===== src/rtl/miriscv_rvfi_trace_fifo.sv =====
// RVFI retirement trace FIFO: one compact record per retired instruction,
// drained as four 32-bit beats over a valid/ready stream, with overflow tracking.
module miriscv_rvfi_trace_fifo #(
    parameter int unsigned DEPTH  = 8,
    parameter int unsigned DROP_W = 16
) (
    input  logic                      clk_i,
    input  logic                      aresetn_i,
    input  logic                      enable_i,
    input  logic                      flush_i,
    input  logic                      rvfi_valid_i,
    input  logic [63:0]               rvfi_order_i,
    input  logic [31:0]               rvfi_insn_i,
    input  logic                      rvfi_trap_i,
    input  logic                      rvfi_intr_i,
    input  logic [4:0]                rvfi_rd_addr_i,
    input  logic [31:0]               rvfi_rd_wdata_i,
    input  logic [31:0]               rvfi_pc_rdata_i,
    input  logic [3:0]                rvfi_mem_rmask_i,
    input  logic [3:0]                rvfi_mem_wmask_i,
    output logic                      trace_valid_o,
    output logic [31:0]               trace_data_o,
    output logic                      trace_last_o,
    input  logic                      trace_ready_i,
    output logic [$clog2(DEPTH):0]    level_o,
    output logic                      full_o,
    output logic                      empty_o,
    output logic [DROP_W-1:0]         drop_cnt_o
);

    localparam int unsigned AW = $clog2(DEPTH);
    localparam int unsigned LW = AW + 1;

    logic [31:0]       mem_pc    [DEPTH];
    logic [31:0]       mem_insn  [DEPTH];
    logic [31:0]       mem_wdata [DEPTH];
    logic [31:0]       mem_meta  [DEPTH];

    logic [AW-1:0]     wptr;
    logic [AW-1:0]     rptr;
    logic [LW-1:0]     level;
    logic [1:0]        beat;
    logic              ovf_pend;
    logic [DROP_W-1:0] drop_cnt;

    logic              empty;
    logic              full;
    logic              handshake;
    logic              pop;
    logic              attempt;
    logic              push;
    logic              drop;
    logic [31:0]       meta;
    logic              unused_order;

    assign unused_order = ^rvfi_order_i[63:16];

    assign empty     = (level == '0);
    assign full      = (level == LW'(DEPTH));
    assign handshake = ~empty & trace_ready_i;
    assign pop       = handshake & (beat == 2'd3);
    assign attempt   = rvfi_valid_i & enable_i & ~flush_i;
    // A pop on this edge frees the head slot, so a full FIFO can still accept.
    assign push      = attempt & (~full | pop);
    assign drop      = attempt & ~push;

    assign meta = {rvfi_trap_i, rvfi_intr_i, ovf_pend, |rvfi_mem_rmask_i, |rvfi_mem_wmask_i,
                   rvfi_rd_addr_i, 6'b0, rvfi_order_i[15:0]};

    always_ff @(posedge clk_i) begin
        if (push) begin
            mem_pc[wptr]    <= rvfi_pc_rdata_i;
            mem_insn[wptr]  <= rvfi_insn_i;
            mem_wdata[wptr] <= rvfi_rd_wdata_i;
            mem_meta[wptr]  <= meta;
        end
    end

    always_ff @(posedge clk_i) begin
        if (!aresetn_i || flush_i) begin
            wptr     <= '0;
            rptr     <= '0;
            level    <= '0;
            beat     <= 2'd0;
            ovf_pend <= 1'b0;
            drop_cnt <= '0;
        end else begin
            if (push) begin
                wptr     <= wptr + AW'(1);
                ovf_pend <= 1'b0;
            end
            if (drop) begin
                ovf_pend <= 1'b1;
                if (drop_cnt != '1) begin
                    drop_cnt <= drop_cnt + DROP_W'(1);
                end
            end
            if (handshake) begin
                beat <= beat + 2'd1;
            end
            if (pop) begin
                rptr <= rptr + AW'(1);
            end
            if (push && !pop) begin
                level <= level + LW'(1);
            end else if (pop && !push) begin
                level <= level - LW'(1);
            end
        end
    end

    always_comb begin
        trace_data_o = '0;
        if (!empty) begin
            case (beat)
                2'd0:    trace_data_o = mem_pc[rptr];
                2'd1:    trace_data_o = mem_insn[rptr];
                2'd2:    trace_data_o = mem_wdata[rptr];
                default: trace_data_o = mem_meta[rptr];
            endcase
        end
    end

    assign trace_valid_o = ~empty;
    assign trace_last_o  = ~empty & (beat == 2'd3);
    assign level_o       = level;
    assign full_o        = full;
    assign empty_o       = empty;
    assign drop_cnt_o    = drop_cnt;

endmodule


===== config.mk =====
export PLATFORM = sky130hd
export DESIGN_NAME = miriscv_rvfi_trace_fifo
export DESIGN_NICKNAME = d
export VERILOG_FILES = /design/src/rtl/miriscv_rvfi_trace_fifo.sv
export SDC_FILE = /design/constraint.sdc
export NUM_CORES = 1
export LEC_CHECK = 0
export BUFFER_PORTS_ARGS = -buffer_cell sky130_fd_sc_hd__buf_2
export CORE_UTILIZATION = 35
export DETAILED_ROUTE_END_ITERATION = 10
export PLACE_DENSITY = 0.47
export SLEW_MARGIN = 40
export SYNTH_ARGS = -nofsm -noshare
export SYNTH_HDL_FRONTEND = slang
export SYNTH_SLANG_ARGS = --single-unit

===== constraint.sdc =====
create_clock -name clk_i -period 30.8 [get_ports clk_i]
set_clock_uncertainty 0.15 [all_clocks]
set_input_delay 1.54 -clock clk_i [delete_from_list [all_inputs] [get_ports clk_i]]
set_output_delay 1.54 -clock clk_i [all_outputs]
set_load 0.02 [all_outputs]

* Word-level counts from Yosys, hierarchy flattened
Memories as Yosys holds them, arrays and structs flattened. A register that Yosys moved wholly into a read port is not among the register bits. Index checks and enable logic that the tools add are counted.
Storage, ports and cells: bits in writable memories 976, input port bits 181, word-level logic and storage cells 62, output and inout bits 56, register bits after elaboration 29, memories 4
Memory list:
- mem_insn | depth 8, bits a word 32, read ports 1, clocked after memory_dff 1, wr ports 1, line 35 | logic [31:0] mem_insn [DEPTH];
- mem_pc | depth 8, bits a word 32, read ports 1, clocked after memory_dff 1, wr ports 1, line 34 | logic [31:0] mem_pc [DEPTH];
- mem_wdata | depth 8, bits a word 32, read ports 1, clocked after memory_dff 1, wr ports 1, line 36 | logic [31:0] mem_wdata [DEPTH];
- mem_meta | depth 8, bits a word 26, read ports 1, clocked after memory_dff 1, wr ports 1, line 37 | logic [31:0] mem_meta [DEPTH];
Operators by class: equal/unequal tests 5, reduce and logical (&&, ||, !) cells 13, muxes and demuxes 16, add/sub/neg operators 6, bitwise operators 12
Operators with widths (count):
- case mux 32 bit (3 select lines) | 1
- two-way mux 32 bit | 1
- two-way mux 3 bit | 8
- adder 16 x 1 -> 16 bit (second input constant) | 1
- != test 16 bit (second input constant) | 1
- two-way mux 4 bit | 2
- OR reduction 4 bit | 2
- AND 1 bit | 7
- adder 3 x 1 -> 3 bit (second input constant) | 2
- adder 4 x 1 -> 4 bit (second input constant) | 1
- == test 2 bit (second input constant) | 2
- == test 4 bit (second input constant) | 1
- zero test 4 bit | 1
- two-way mux 1 bit | 4
- NOT 1 bit | 4
- nonzero test 2 bit | 2
- subtractor 4 x 1 -> 4 bit (second input constant) | 1
- zero test 1 bit | 3
- adder 2 x 1 -> 2 bit (second input constant) | 1
- == test 2 x 1 -> 1 bit (second input constant) | 1
- logical AND 1 bit | 2
- zero test 2 bit | 1
- AND reduction 2 bit | 1
- logical OR 1 bit | 1
- OR 1 bit | 1

* Logic depth before layout (Yosys ltp)
depth after elaboration 10, depth in mapped cells 11, depth with buffers taken out 11

* Least setup slack after synthesis
No wires, ideal clock.
path type input-to-reg, start input flush_i, end memory mem_insn[2][0], enable pin, setup time 0.778 ns, buffers on the path 0, required time 29.872 ns, arrival time 11.179 ns, path slack 18.693 ns, stages 4, path through nand3b_1 > a21oi_1 > nand2b_1 > nor3b_1
Between the ends: longest elaborated chain between the ends 5
RTL lines:
- start, declared | line 10 | input logic flush_i,
- NOT 1 bit | line 62 | assign attempt = rvfi_valid_i & enable_i & ~flush_i;
- AND 1 bit | line 62
- AND 1 bit | line 64 | assign push = attempt & (~full | pop);
- named net push | line 51 | logic push;
- two-way mux 1 bit | line 71 | if (push) begin
- two-way mux 1 bit (implied by the code) | line 73 | mem_insn[wptr] <= rvfi_insn_i;
- end, declared | line 35
The timed path passes the listed nets, and every way through them passes these cells.

==> impl_metrics.csv <==
group,metric,value,unit
worst_setup_path,worstRegToRegCells,7,
layout,drive_gt1_frac,0.282,
worst_setup_path,crit_family,"buffers and inverters",
cts,cts_tree,"done",
routing,drt_iter0_markers,1244,
worst_setup_path,cp_cell_sequence,"buf_12 > buf_6 > buf_6 > mux4_2 > mux2i_1 > o221ai_1 > buf_2",
sta,finalCritPeriodShare,0.189,
global_route,track_usage,0.171,
place,portBuffers,188,
place,gp_congestion,0.732,
routing,drc,0,
routing,met2WireLength,48.2,mm
worst_setup_path,reg2reg_to,"mem_meta[7][14]",
routing,viasPerCell,5.18,
sta,setup-tns-final,0,ns
worst_setup_path,slowest_stage,"dfxtp_4",
synthesis,synth_compound_area_frac,0.0368,
synthesis,yosysTopAreaCell,"edfxtp_1",
layout,seqCellArea,30000,sq um
synthesis,synth_nets,2081,
routing,wl,96.6,mm
floorplan,fp-row-count,122,
power_and_ir_drop,powerDensity,62.2,nW/um^2
synthesis,synth_cells,1888,
cts,clock_path_buffers,3,
worst_setup_path,worstSetupPathType,"flip-flop to primary output",
worst_hold_path,hold_path_depth,2,
worst_setup_path,end_kind,"primary output",
cts,worstSkewPairLatency,0.66,ns
layout,fin_area,45400,sq um
layout,final_nets,2314,
floorplan,dieArea,113000,sq um
global_route,grt_pass1_vias,20500,
worst_setup_path,startpoint_type,"flip-flop",
worst_setup_path,cp.required,29.11,ns
layout,multi_input_comb_area,8560,sq um
worst_setup_path,reg2reg_slack,26.90,ns
cts,cts.clk_slew.worst_paths,0.06,ns
sta,rsz0062_at_grt,"no",
worst_hold_path,hp-start,"level_o[3]",
worst_setup_path,critPathMaxFanout,45,
worst_setup_path,cpMostUsedCell,"buf_6",
layout,fill_cells,9815,
worst_setup_path,slowest_delay,0.64,ns
routing,maxUsedRoutingLayer,"met5",
global_route,grt_pass1_wl,140,mm
routing,wl_met1,41.4,mm
sta,relSlewSlack,0.440,
floorplan,coreArea,111000,sq um
synthesis,synth_top_family_by_area,"multiplexers",
sta,setup_viol,0,
worst_setup_path,path_buf_inv,4,
power_and_ir_drop,ir_worst_vdd,0.0421,mV
floorplan,die_x,336,microns
synthesis,synth_top_area_share,0.751,
place,placed_cell_area,41900,sq um
routing,dr.pass1.iters,5,
synthesis,synthXorXnorAreaFrac,0.00494,
place,dp_slack,25.36,ns
cts,ctsHoldBuffers,0,
cts,htree_levels,3,
worst_setup_path,arrival,4.12,ns
synthesis,yosysWarnings,0,
cts,cts_made_buffers,106,
worst_hold_path,hold-path-endpoint,"level_o[3]",
cts,cts_sinks,1008,
global_route,grt_antenna_before_repair,28,
sta,max_freq,172,MHz
layout,area_delta_synth_final,16.3,%
worst_setup_path,timing.rr.start,"beat[1]",
synthesis,synth-seq-cells,1008,
synthesis,synthTopCellsByArea,"edfxtp_1 75%, mux4_2 12%, mux2i_1 2.7%",
routing,wl_met3,5.18,mm
routing,routedWlPerCell,26.1,microns
place,hpwl,52.3,mm
synthesis,ys_seq_area_frac,0.767,
routing,vias,19200,
sta,report.final.hold_viol_count,0,
sta,tightest_slew,0.840,ns
cts,cts_resized,0,
cts,cts_root_buf,"clkbuf_16",
floorplan,die_h,336,microns
floorplan,pin_count,237,
power_and_ir_drop,power_leakage,13.9,nW
sta,fin_ws,24.99,ns
synthesis,synth_mux_area_frac,0.148,
synthesis,synthSimpleGateAreaFrac,0.0238,
routing,ant_nets,0,
floorplan,floorplan.initialDensity,0.353,
synthesis,synth.distinct_cells,46,
sta,period_needed,5.81,ns
run_status,status,"complete, no violations",
worst_hold_path,holdCritPathClass,"flip-flop to flip-flop",
global_route,grt_max_degree,104,
synthesis,synth_area_per_cell,20.7,sq um
synthesis,syn_area,39000,sq um
job,maxCapViolCount,0,
global_route,grt-ovfl-total,0,
synthesis,synthAdderAreaFrac,0.00404,
cts,cts_setup_buffers,0,
sta,drv_slew,0,
==> cell usage in the layout (no fill, tap or decap), types with 25 or more instances in the layout <==
cell         n
nand2_1     66
a22oi_1     32
edfxtp_1   976
dfxtp_1     29
a221oi_1    52
clkbuf_16  108
mux2i_1    106
buf_4       25
a21oi_1     63
mux4_2     206
buf_2      189
nor2_1      83
a31oi_1     26
clkinv_1    27
==> worst max-delay path by stage <==
stage	start	end	slack [ns]	depth (start not counted)
6_report	flip-flop	trace_data_o[17]	24.99	7
5_1_grt	flip-flop	trace_data_o[16]	24.71	9
4_1_cts	flip-flop	trace_data_o[17]	24.62	7
3_5_place_dp	flip-flop	trace_data_o[17]	25.36	7
3_3_place_gp	flip-flop	trace_data_o[17]	24.98	6
2_1_floorplan	flush_i	mem_insn[2][0]	18.69	4
==> routing by layer <==
layer  GRT usage  up-vias
li1            -     8362
met1       0.227    10300
met2       0.288      408
met3      0.0320      128
met4      0.0487       22
met5           0        -
==> through the flow <==
step	total power [mW]	cells	hold slack (ns)	util
2_1_floorplan	1.56	1888	0.335	-
3_3_place_gp	1.59	3493	0.361	0.377
3_5_place_dp	1.60	3499	0.366	0.378
4_1_cts	2.85	3693	0.375	0.409
5_1_grt	2.91	3700	0.435	0.410
6_report	2.82	3707	0.384	0.410
==> cells in the mapped netlist (all sizes together) <==
master	n
edfxtp	976
mux4	206
mux2i	106
nor2	85
buf	76
nand2	66
a21oi	63
a221oi	52
clkbuf	34
a22oi	32
dfxtp	32
a31oi	26
xnor2	18
nand3	13
o21ai	12
ha	11
inv	8
mux2	7
nor3b	6
o21a	6
and2	5
nand4	5
o221ai	5
a2111oi	4
a211oi	4
nor4	4
xor2	4
and4	3
nor3	3
nand2b	2
nand3b	2
nor4b	2
or3	2
or4	2
a21o	1
a31o	1
and3	1
fa	1
nor2b	1
o32ai	1
==> kinds of logic after synthesis <==
family	count (synthesis)
muxes	319
DFF	1008
xor gates and xnor gates	22
buffers and inverters	118
AOI/OAI and AO/OA	207
and+or+nand+nor	202
adders and majority gates	12
==> state kept, by name (all words and copies together) (netlist names), named ones only <==
signal,count
rptr,3
ovf_pend,1
mem_insn,256
beat,2
mem_meta,208
wptr,3
level_o,4
mem_pc,256
mem_wdata,256
drop_cnt_o,16
==> worst register-to-register path: cells and delay by family, from the launching register on <==
| kind | cells | cell delay, ns |
|---|---|---|
| AO/OA/AOI/OAI | 1 | 0.49 |
| AND/OR/NAND/NOR | 3 | 0.92 |
| buffers and inverters | 2 | 1.27 |
| flip-flops | 1 | 0.41 |
| adder cells (fa/ha/maj) | 1 | 0.27 |
==> final cells by class <==
| class | instances | area share |
|---|---|---|
| Tap cell | 1488 | 0.0410 |
| Inverter | 8 | 0.000662 |
| Multi-Input combinational cell | 762 | 0.189 |
| Timing Repair Buffer | 235 | 0.0332 |
| Clock inverter | 67 | 0.0143 |
| Sequential cell | 1008 | 0.660 |
| Clock buffer | 127 | 0.0611 |
| Antenna cell | 12 | 0.000662 |
==> power breakdown <==
part	leakage (nW)	switching (mW)	internal [mW]	total, mW
combinational	3.12	0.0390	0.0169	0.0560
clock	1.66	0.523	0.733	1.26
sequential	9.08	0.00148	1.51	1.51
(Power assumes the default switching activity.)
